**src/rtl/jump_table_loader_if.sv**
```systemverilog
// Stream-in / table-write bundle for jump_table_loader.
// master = the loader itself, slave = whoever feeds bytes and watches the write port.
interface jump_table_loader_if #(
  parameter int addr_width = 8,
  parameter int data_width = 8
);
  logic [7:0]            in_data;
  logic                  in_valid;
  logic                  in_ready;
  logic                  wr_en;
  logic [addr_width-1:0] wr_adr;
  logic [data_width-1:0] wr_dat;
  logic                  busy;
  logic                  done;
  logic                  err;

  modport master (
    input  in_data, in_valid,
    output in_ready, wr_en, wr_adr, wr_dat, busy, done, err
  );

  modport slave (
    output in_data, in_valid,
    input  in_ready, wr_en, wr_adr, wr_dat, busy, done, err
  );
endinterface

```
**src/rtl/jump_table_loader.sv**
```systemverilog
// Jump table writer: parses SYNC/ADDR/LEN/DATA[/CHK] frames into sequential table writes.
// Define JUMP_LOADER_CHECKSUM_EN to require a trailing checksum byte and drive err.
module jump_table_loader #(
  parameter int         addr_width = 8,
  parameter int         data_width = 8,
  parameter logic [7:0] SYNC_BYTE  = 8'hA5
) (
  input  logic             clk,
  input  logic             rst,
  jump_table_loader_if.master bus
);

  typedef enum logic [2:0] {
    S_IDLE = 3'd0,
    S_ADDR = 3'd1,
    S_LEN  = 3'd2,
    S_DATA = 3'd3,
`ifdef JUMP_LOADER_CHECKSUM_EN
    S_CHK  = 3'd4,
`endif
    S_DONE = 3'd5
  } state_t;

  function automatic logic [7:0] sum_add(input logic [7:0] a, input logic [7:0] b);
    return a + b;
  endfunction

  function automatic logic [addr_width-1:0] ptr_inc(input logic [addr_width-1:0] p);
    return p + addr_width'(1);
  endfunction

  state_t                state_q, state_d;
  logic [addr_width-1:0] ptr_q, ptr_d;
  logic [8:0]            count_q, count_d;
  logic [7:0]            sum_q, sum_d;
  logic                  in_ready_q, in_ready_d;
  logic                  wr_en_q, wr_en_d;
  logic [addr_width-1:0] wr_adr_q, wr_adr_d;
  logic [data_width-1:0] wr_dat_q, wr_dat_d;
  logic                  busy_q, busy_d;
  logic                  done_q, done_d;
`ifdef JUMP_LOADER_CHECKSUM_EN
  logic                  err_q, err_d;
`endif
  logic                  xfer;

  assign xfer = bus.in_valid & in_ready_q;

  always_comb begin
    state_d  = state_q;
    ptr_d    = ptr_q;
    count_d  = count_q;
    sum_d    = sum_q;
    wr_en_d  = 1'b0;
    wr_adr_d = wr_adr_q;
    wr_dat_d = wr_dat_q;
`ifdef JUMP_LOADER_CHECKSUM_EN
    err_d    = 1'b0;
`endif

    case (state_q)
      S_IDLE: begin
        // Anything other than the marker is swallowed so a desynced host can resync.
        if (xfer && (bus.in_data == SYNC_BYTE)) begin
          state_d = S_ADDR;
        end
      end
      S_ADDR: begin
        if (xfer) begin
          ptr_d   = bus.in_data[addr_width-1:0];
          sum_d   = bus.in_data;
          state_d = S_LEN;
        end
      end
      S_LEN: begin
        if (xfer) begin
          count_d = {1'b0, bus.in_data};
          sum_d   = sum_add(sum_q, bus.in_data);
          state_d = S_DATA;
        end
      end
      S_DATA: begin
        if (xfer) begin
          wr_en_d  = 1'b1;
          wr_adr_d = ptr_q;
          wr_dat_d = data_width'(bus.in_data);
          ptr_d    = ptr_inc(ptr_q);
          sum_d    = sum_add(sum_q, bus.in_data);
          if (count_q == 9'd0) begin
`ifdef JUMP_LOADER_CHECKSUM_EN
            state_d = S_CHK;
`else
            state_d = S_DONE;
`endif
          end else begin
            count_d = count_q - 9'd1;
          end
        end
      end
`ifdef JUMP_LOADER_CHECKSUM_EN
      S_CHK: begin
        // Writes already landed; a bad checksum is only reported, never undone.
        if (xfer) begin
          err_d   = (sum_add(sum_q, bus.in_data) != 8'h00);
          state_d = S_DONE;
        end
      end
`endif
      S_DONE: begin
        state_d = S_IDLE;
      end
      default: begin
        state_d = S_IDLE;
      end
    endcase

    // Status outputs are registered, so derive them from the state being entered.
    in_ready_d = (state_d != S_DONE);
    busy_d     = (state_d != S_IDLE);
    done_d     = (state_d == S_DONE);
  end

  always_ff @(posedge clk) begin
    if (rst) begin
      state_q    <= S_IDLE;
      ptr_q      <= '0;
      count_q    <= '0;
      sum_q      <= '0;
      in_ready_q <= 1'b0;
      wr_en_q    <= 1'b0;
      wr_adr_q   <= '0;
      wr_dat_q   <= '0;
      busy_q     <= 1'b0;
      done_q     <= 1'b0;
`ifdef JUMP_LOADER_CHECKSUM_EN
      err_q      <= 1'b0;
`endif
    end else begin
      state_q    <= state_d;
      ptr_q      <= ptr_d;
      count_q    <= count_d;
      sum_q      <= sum_d;
      in_ready_q <= in_ready_d;
      wr_en_q    <= wr_en_d;
      wr_adr_q   <= wr_adr_d;
      wr_dat_q   <= wr_dat_d;
      busy_q     <= busy_d;
      done_q     <= done_d;
`ifdef JUMP_LOADER_CHECKSUM_EN
      err_q      <= err_d;
`endif
    end
  end

  assign bus.in_ready = in_ready_q;
  assign bus.wr_en    = wr_en_q;
  assign bus.wr_adr   = wr_adr_q;
  assign bus.wr_dat   = wr_dat_q;
  assign bus.busy     = busy_q;
  assign bus.done     = done_q;
`ifdef JUMP_LOADER_CHECKSUM_EN
  assign bus.err      = err_q;
`else
  assign bus.err      = 1'b0;
`endif

endmodule

```
**src/flat_wrapper.sv**
```systemverilog
// flat-port wrapper written by rule: the top's interface ports become plain ports
module jump_table_loader_flat 
#(
  parameter int         addr_width = 8,
  parameter int         data_width = 8,
  parameter logic [7:0] SYNC_BYTE  = 8'hA5
)
  (clk, rst, bus_in_data, bus_in_valid, bus_in_ready, bus_wr_en, bus_wr_adr, bus_wr_dat, bus_busy, bus_done, bus_err);
  jump_table_loader_if #(.addr_width(addr_width), .data_width(data_width)) bus_i ();
  input  logic clk;
  input  logic rst;
  input wire logic [$bits(bus_i.in_data)-1:0] bus_in_data;
  input wire logic [$bits(bus_i.in_valid)-1:0] bus_in_valid;
  output wire logic [$bits(bus_i.in_ready)-1:0] bus_in_ready;
  output wire logic [$bits(bus_i.wr_en)-1:0] bus_wr_en;
  output wire logic [$bits(bus_i.wr_adr)-1:0] bus_wr_adr;
  output wire logic [$bits(bus_i.wr_dat)-1:0] bus_wr_dat;
  output wire logic [$bits(bus_i.busy)-1:0] bus_busy;
  output wire logic [$bits(bus_i.done)-1:0] bus_done;
  output wire logic [$bits(bus_i.err)-1:0] bus_err;
  assign bus_i.in_data = bus_in_data;
  assign bus_i.in_valid = bus_in_valid;
  assign bus_in_ready = bus_i.in_ready;
  assign bus_wr_en = bus_i.wr_en;
  assign bus_wr_adr = bus_i.wr_adr;
  assign bus_wr_dat = bus_i.wr_dat;
  assign bus_busy = bus_i.busy;
  assign bus_done = bus_i.done;
  assign bus_err = bus_i.err;
  jump_table_loader #(.addr_width(addr_width), .data_width(data_width), .SYNC_BYTE(SYNC_BYTE)) u_core (.clk(clk), .rst(rst), .bus(bus_i));
endmodule
```
**config.mk**
```make
export PLATFORM = sky130hd
export DESIGN_NAME = jump_table_loader_flat
export DESIGN_NICKNAME = d
export VERILOG_FILES = /design/src/rtl/jump_table_loader_if.sv /design/src/rtl/jump_table_loader.sv /design/src/flat_wrapper.sv
export SDC_FILE = /design/constraint.sdc
export NUM_CORES = 1
export LEC_CHECK = 0
export CORE_ASPECT_RATIO = 1.2
export CORE_MARGIN = 2
export CORE_UTILIZATION = 47
export DETAILED_ROUTE_END_ITERATION = 10
export GPL_TIMING_DRIVEN = 0
export PLACE_DENSITY_LB_ADDON = 0.08
export SLEW_MARGIN = 40
export SYNTH_ARGS = -nofsm -noshare
export SYNTH_HDL_FRONTEND = slang
export SYNTH_SLANG_ARGS = --single-unit
```
**constraint.sdc**
```tcl
create_clock -name clk -period 2.54 [get_ports clk]
set_clock_uncertainty 0.15 [all_clocks]
set_input_delay 0.635 -clock clk [delete_from_list [all_inputs] [get_ports clk]]
set_output_delay 0.635 -clock clk [all_outputs]
set_load 0.03 [all_outputs]
```
Word-level counts from Yosys, hierarchy flattened
Cells that the tools add are included.
- add/subtract/negate cells: 2
- $mul: 0
- div/mod/pow operators: 0
- magnitude comparators: 0
- equality and inequality tests: 10
- shift-type cells: 0
- muxes and demuxes: 14
- bitwise gates (word level): 2
- reductions and logical operators: 10
- operators with widths (kind ; count):
    $mux 9 ; 3
    $pmux 9 s2 ; 1
    $mux 8 ; 2
    $pmux 8 s2 ; 1
    $mux 3 ; 5
    $pmux 3 s4 ; 1
    $logic_not 9->1 ; 1
    $sub 9x1->9 const B ; 1
    $add 8x1->8 const B ; 1
    $eq 8x8->1 const B ; 1
    $eq 3x2->1 const B ; 2
    $ne 2x1->1 const B ; 3
    $reduce_and 4->1 ; 1
    $reduce_bool 2->1 ; 2
    $eq 3x1->1 const B ; 1
    $eq 3x3->1 const B ; 1
    $logic_not 3->1 ; 1
    $ne 3x3->1 const B ; 1
    $reduce_and 3->1 ; 1
    $reduce_bool 3->1 ; 1
    $ne 2x2->1 const B ; 1
    $reduce_and 2->1 ; 1
    $reduce_or 2->1 ; 1
    $and 1x1->1 ; 1
    other kinds (3) ; 3
- flip-flop bits (word level): 40
- bits in latches: 0
- RAM bits: 0
- ROM bits: 0
- input port bits: 11
- output and inout port bits: 21
- memories: 0

Logic depth before layout (Yosys ltp)
- depth after elaboration: 5
- mapped depth: 8
- mapped depth without buffers: 6

Worst setup path after synthesis
No wires, ideal clock.
- path type: input -> register
- start: in bus_in_data[1]
- end: reg u_core.done_q (netlist: u_core.bus.done)
- setup time: 0.064 ns
- arrival time: 1.654 ns
- required time: 2.326 ns
- setup slack: 0.671 ns
- stages on the path: 4
- path buffers: 0
- cell sequence: or4b_1 nor4b_1 o21ai_1 nor2_1
- longest elaborated chain between the ends: 5
- RTL lines (what ; line ; source):
    from (decl) ; flat_wrapper.sv:12 ; input wire logic [$bits(bus_i.in_data)-1:0] bus_in_data;
    $eq 8x8->1 ; jump_table_loader.sv:64 ; if (xfer && (bus.in_data == SYNC_BYTE)) begin
    $logic_and 1x1->1 ; jump_table_loader.sv:64 ;
    $mux 3 ; jump_table_loader.sv:64 ;
    $pmux 3 s4 ; jump_table_loader.sv:61 ; case (state_q)
    $eq 3x3->1 ; jump_table_loader.sv:120 ; done_d = (state_d == S_DONE);
    to (signal assigned) ; jump_table_loader.sv:148 ; done_q <= done_d;
    to (decl) ; jump_table_loader.sv:41 ; logic done_q, done_d;
No other way between the ends.
A chain may end at the register's enable or synchronous reset.

Worst setup path after layout
Same ends and word-level chain as after synthesis.

==> flow_summary.yaml <==
placement:
  pre_cts_ws_ns: -0.0802
  gp_congestion: 0.873
  placed_area_um2: 2280
  dp_hpwl_mm: 3.31
  io_buffers: 29
routing:
  drt_iter0_markers: 98
  routed_via_density: 5.46
  first_pass_iters: 4
  num_vias: 1784
  postRouteAntennaNets: 0
  drt-total-wl_mm: 4.54
  routedWlPerCell_um: 13.9
  drc: 0
pwr:
  p_int_w: 0.000855
  power_frac_comb_pct: 7.3
  power.density_nw_per_um2: 475
  p_sw_share_pct: 23.5
  seqPwrFrac_pct: 57.3
  p_switching_w: 0.000263
  ir_worst_vdd_v: 0.000428
  pwr-share-clk_pct: 35.4
  p_leak_nw: 0.820
layout:
  fillCellCount: 392
  final_common_cell: "nand2_1"
  final_cell_area_um2: 2350
  num_antenna_cells: 0
  final_cell_mix: "nand2_1 (48), dfxtp_1 (40), a21oi_1 (35), clkdlybuf4s50_1 (29)"
  nNetsFinal: 287
  drive_above_1_share_pct: 9.52
  area_delta_synth_final_pct: 22.7
clocking:
  ctsResizeCount: 0
  clk_path_buf_depth: 2
  cts_tree: "done"
  cts_root_buffer: "clkbuf_8"
  htreeDepth: 2
  hold_buffers: 0
  cts_buffers: 5
  clkTransAtPathRegs_ns: 0.07
  cts_setup_buffers: 0
  cts_sinks: 40
  worstSkewPairLatency_ns: 0.29
floorplanning:
  fp.dieW_um: 62.3
  rows: 25
  start_util_pct: 48.7
  die_area_um2: 4610
  fp.dieH_um: 74.0
  ios: 32
  core_um2: 3940
logic_synthesis:
  synth_area_um2: 1920
  ys_ff_latch: 40
  seq_area_frac_synth_pct: 41.7
  synth_edf_count: 0
  yosysWarningCount: 0
  synth.distinct_cells: 47
  synth.avg_cell_area_um2: 8.09
  synth_nets: 251
  synth_cells: 237
  synthArstFlopShare_pct: 0
  synth-main-ff-cell: "dfxtp_1"
critical_path:
  critPathArrivalTime_ns: 2.38
  required_ns: 2.62
  cp_max_fo: 4
  r2r_slack_ns: 0.63
  cp_top_family: "simple AND/OR/NAND/NOR gates"
  cp-start-kind: "primary input"
  endpoint_kind: "register"
  slowest_delay_ns: 0.57
  cp.buffers_inverters: 1
  cp_cell_sequence: "clkdlybuf4s50_1, or4b_1, nor4b_1, o21ai_1, nor2_1"
  cp_slowest_cell: "or4b_1"
  criticalPathCategory: "in -> reg"
global_routing:
  grt_pass1_vias: 1660
  antenna_found_initial: 0
  met3_usage_pct: 4.69
  grt_max_degree: 12
  gr-max-usage-layer: "met2"
  grt_pass1_wl_mm: 7.71
  grt_util_met2_pct: 35.1
  grt_use_met1_pct: 26.8
  grt.total_usage_pct: 21.2
  grt-ovfl-total: 0
timing:
  relSlewSlack_pct: 64.8
  fin_crit_ns: 2.29
  fin_ws_ns: 0.245
  final_hold_viol_count: 0
  finalMaxSlewViolations: 0
  setup_viol_count_final: 0
  fmax_ghz: 0.436
  worst_pin_slew_ns: 0.529
  fin_crit_sh_pct: 90.3
  rsz0062_at_grt: "false"
hold_path:
  hp-class: "reg -> reg"
job:
  max-cap-violations: 0
outcome:
  outcome: "completed"
cells in the mapped netlist, drive strengths merged, types with 2 or more instances:
| cell type | n | area share [%] |
|---|---|---|
| nor4 | 2 | 0.65 |
| o21ai | 20 | 5.2 |
| nor3 | 8 | 2.3 |
| ha | 3 | 2.0 |
| a211oi | 3 | 1.2 |
| or4 | 3 | 1.4 |
| nor4b | 2 | 1.7 |
| a311oi | 3 | 1.4 |
| a31oi | 2 | 0.98 |
| a21oi | 35 | 9.1 |
| nand2 | 48 | 9.4 |
| nor3b | 3 | 1.2 |
| and3 | 2 | 0.65 |
| dfxtp | 40 | 42 |
| nand3b | 3 | 1.2 |
| a21bo | 2 | 1.0 |
| clkbuf | 5 | 0.98 |
| inv | 4 | 0.78 |
| nand3 | 5 | 1.3 |
| and2 | 5 | 1.6 |
| buf | 10 | 3.1 |
| nor2 | 11 | 2.2 |
worst register-to-register path, delay by kind of cell (launching register included):
| kind | cells | cell delay [ns] |
|---|---|---|
| flops | 1 | 0.36 |
| xor+xnor | 1 | 0.17 |
| buf+inv | 1 | 0.09 |
| compound gates | 1 | 0.34 |
| fa+ha+maj | 1 | 0.20 |
| simple gates | 2 | 0.47 |
cells by family (layout without fill, tap and decap cells):
group,count (synthesis),after routing,share of synthesized area (%)
xor+xnor,1,1,0.457
other cells,1,1,0.196
simple gates,100,100,27.4
fa+ha+maj,3,3,1.96
flops,40,40,41.7
buf+inv,19,55,4.83
compound gates,73,73,23.4
path summary, 6_finish.rpt:
kind                                          start  cells past startpoint                                end
setup / recovery                     bus_in_data[1]                      5         u_core.bus.done$_SDFF_PP0_
setup reg to reg     u_core.count_q[0]$_SDFFE_PP0P_                      6     u_core.count_q[8]$_SDFFE_PP0P_
hold / removal    u_core.bus.wr_dat[7]$_SDFFE_PP0P_                      2  u_core.bus.wr_dat[7]$_SDFFE_PP0P_
hold reg to reg   u_core.bus.wr_dat[7]$_SDFFE_PP0P_                      2  u_core.bus.wr_dat[7]$_SDFFE_PP0P_
power by group through the flow:
stage / sequential, W / clock (W) / combinational, W
2_1_floorplan: 0.000658 / 0 / 0.0000419
3_3_place_gp: 0.000655 / 0 / 0.0000816
3_5_place_dp: 0.000655 / 0 / 0.0000816
4_1_cts: 0.000640 / 0.000408 / 0.0000819
5_1_grt: 0.000641 / 0.000435 / 0.0000897
6_report: 0.000640 / 0.000396 / 0.0000819
layout make-up:
cell class | instances | area, µm² | share of cell area (%)
clock buffers | 6 | 72.6 | 3.08
flip-flops and latches | 40 | 801 | 34.0
multi-input cells | 178 | 1020 | 43.5
well taps | 54 | 67.6 | 2.87
plain buffers | 15 | 77.6 | 3.30
inverters | 4 | 15.0 | 0.638
clock inverters | 1 | 5.00 | 0.213
repair buffers | 29 | 290 | 12.3
per-layer routing:
layer	vias to the layer above	wire, µm
li1	907	-
met2	29	2190
met3	8	146
met1	840	2120
met5	-	0
met4	0	88
state kept, by name, indices dropped and copies added (netlist names):
name / flops
u_core.bus.in_ready: 1
u_core.ptr_q: 8
u_core.bus.wr_en: 1
u_core.bus.done: 1
u_core.bus.wr_dat: 8
u_core.bus.wr_adr: 8
u_core.state_q: 3
u_core.count_q: 9
u_core.bus.busy: 1
metrics by stage:
step | util [%] | instances | total power, W | setup TNS, ns | hold WS [ns]
6_report | 59.7 | 327 | 0.00112 | 0 | 0.306
5_1_grt | 59.7 | 327 | 0.00117 | 0 | 0.327
4_1_cts | 59.7 | 327 | 0.00113 | 0 | 0.308
3_5_place_dp | 57.7 | 320 | 0.000736 | -0.202 | 0.297
3_3_place_gp | 57.7 | 320 | 0.000736 | -0.165 | 0.294
2_1_floorplan | - | 237 | 0.000699 | 0 | 0.294
Note: power is estimated with default switching activity, not from simulation.
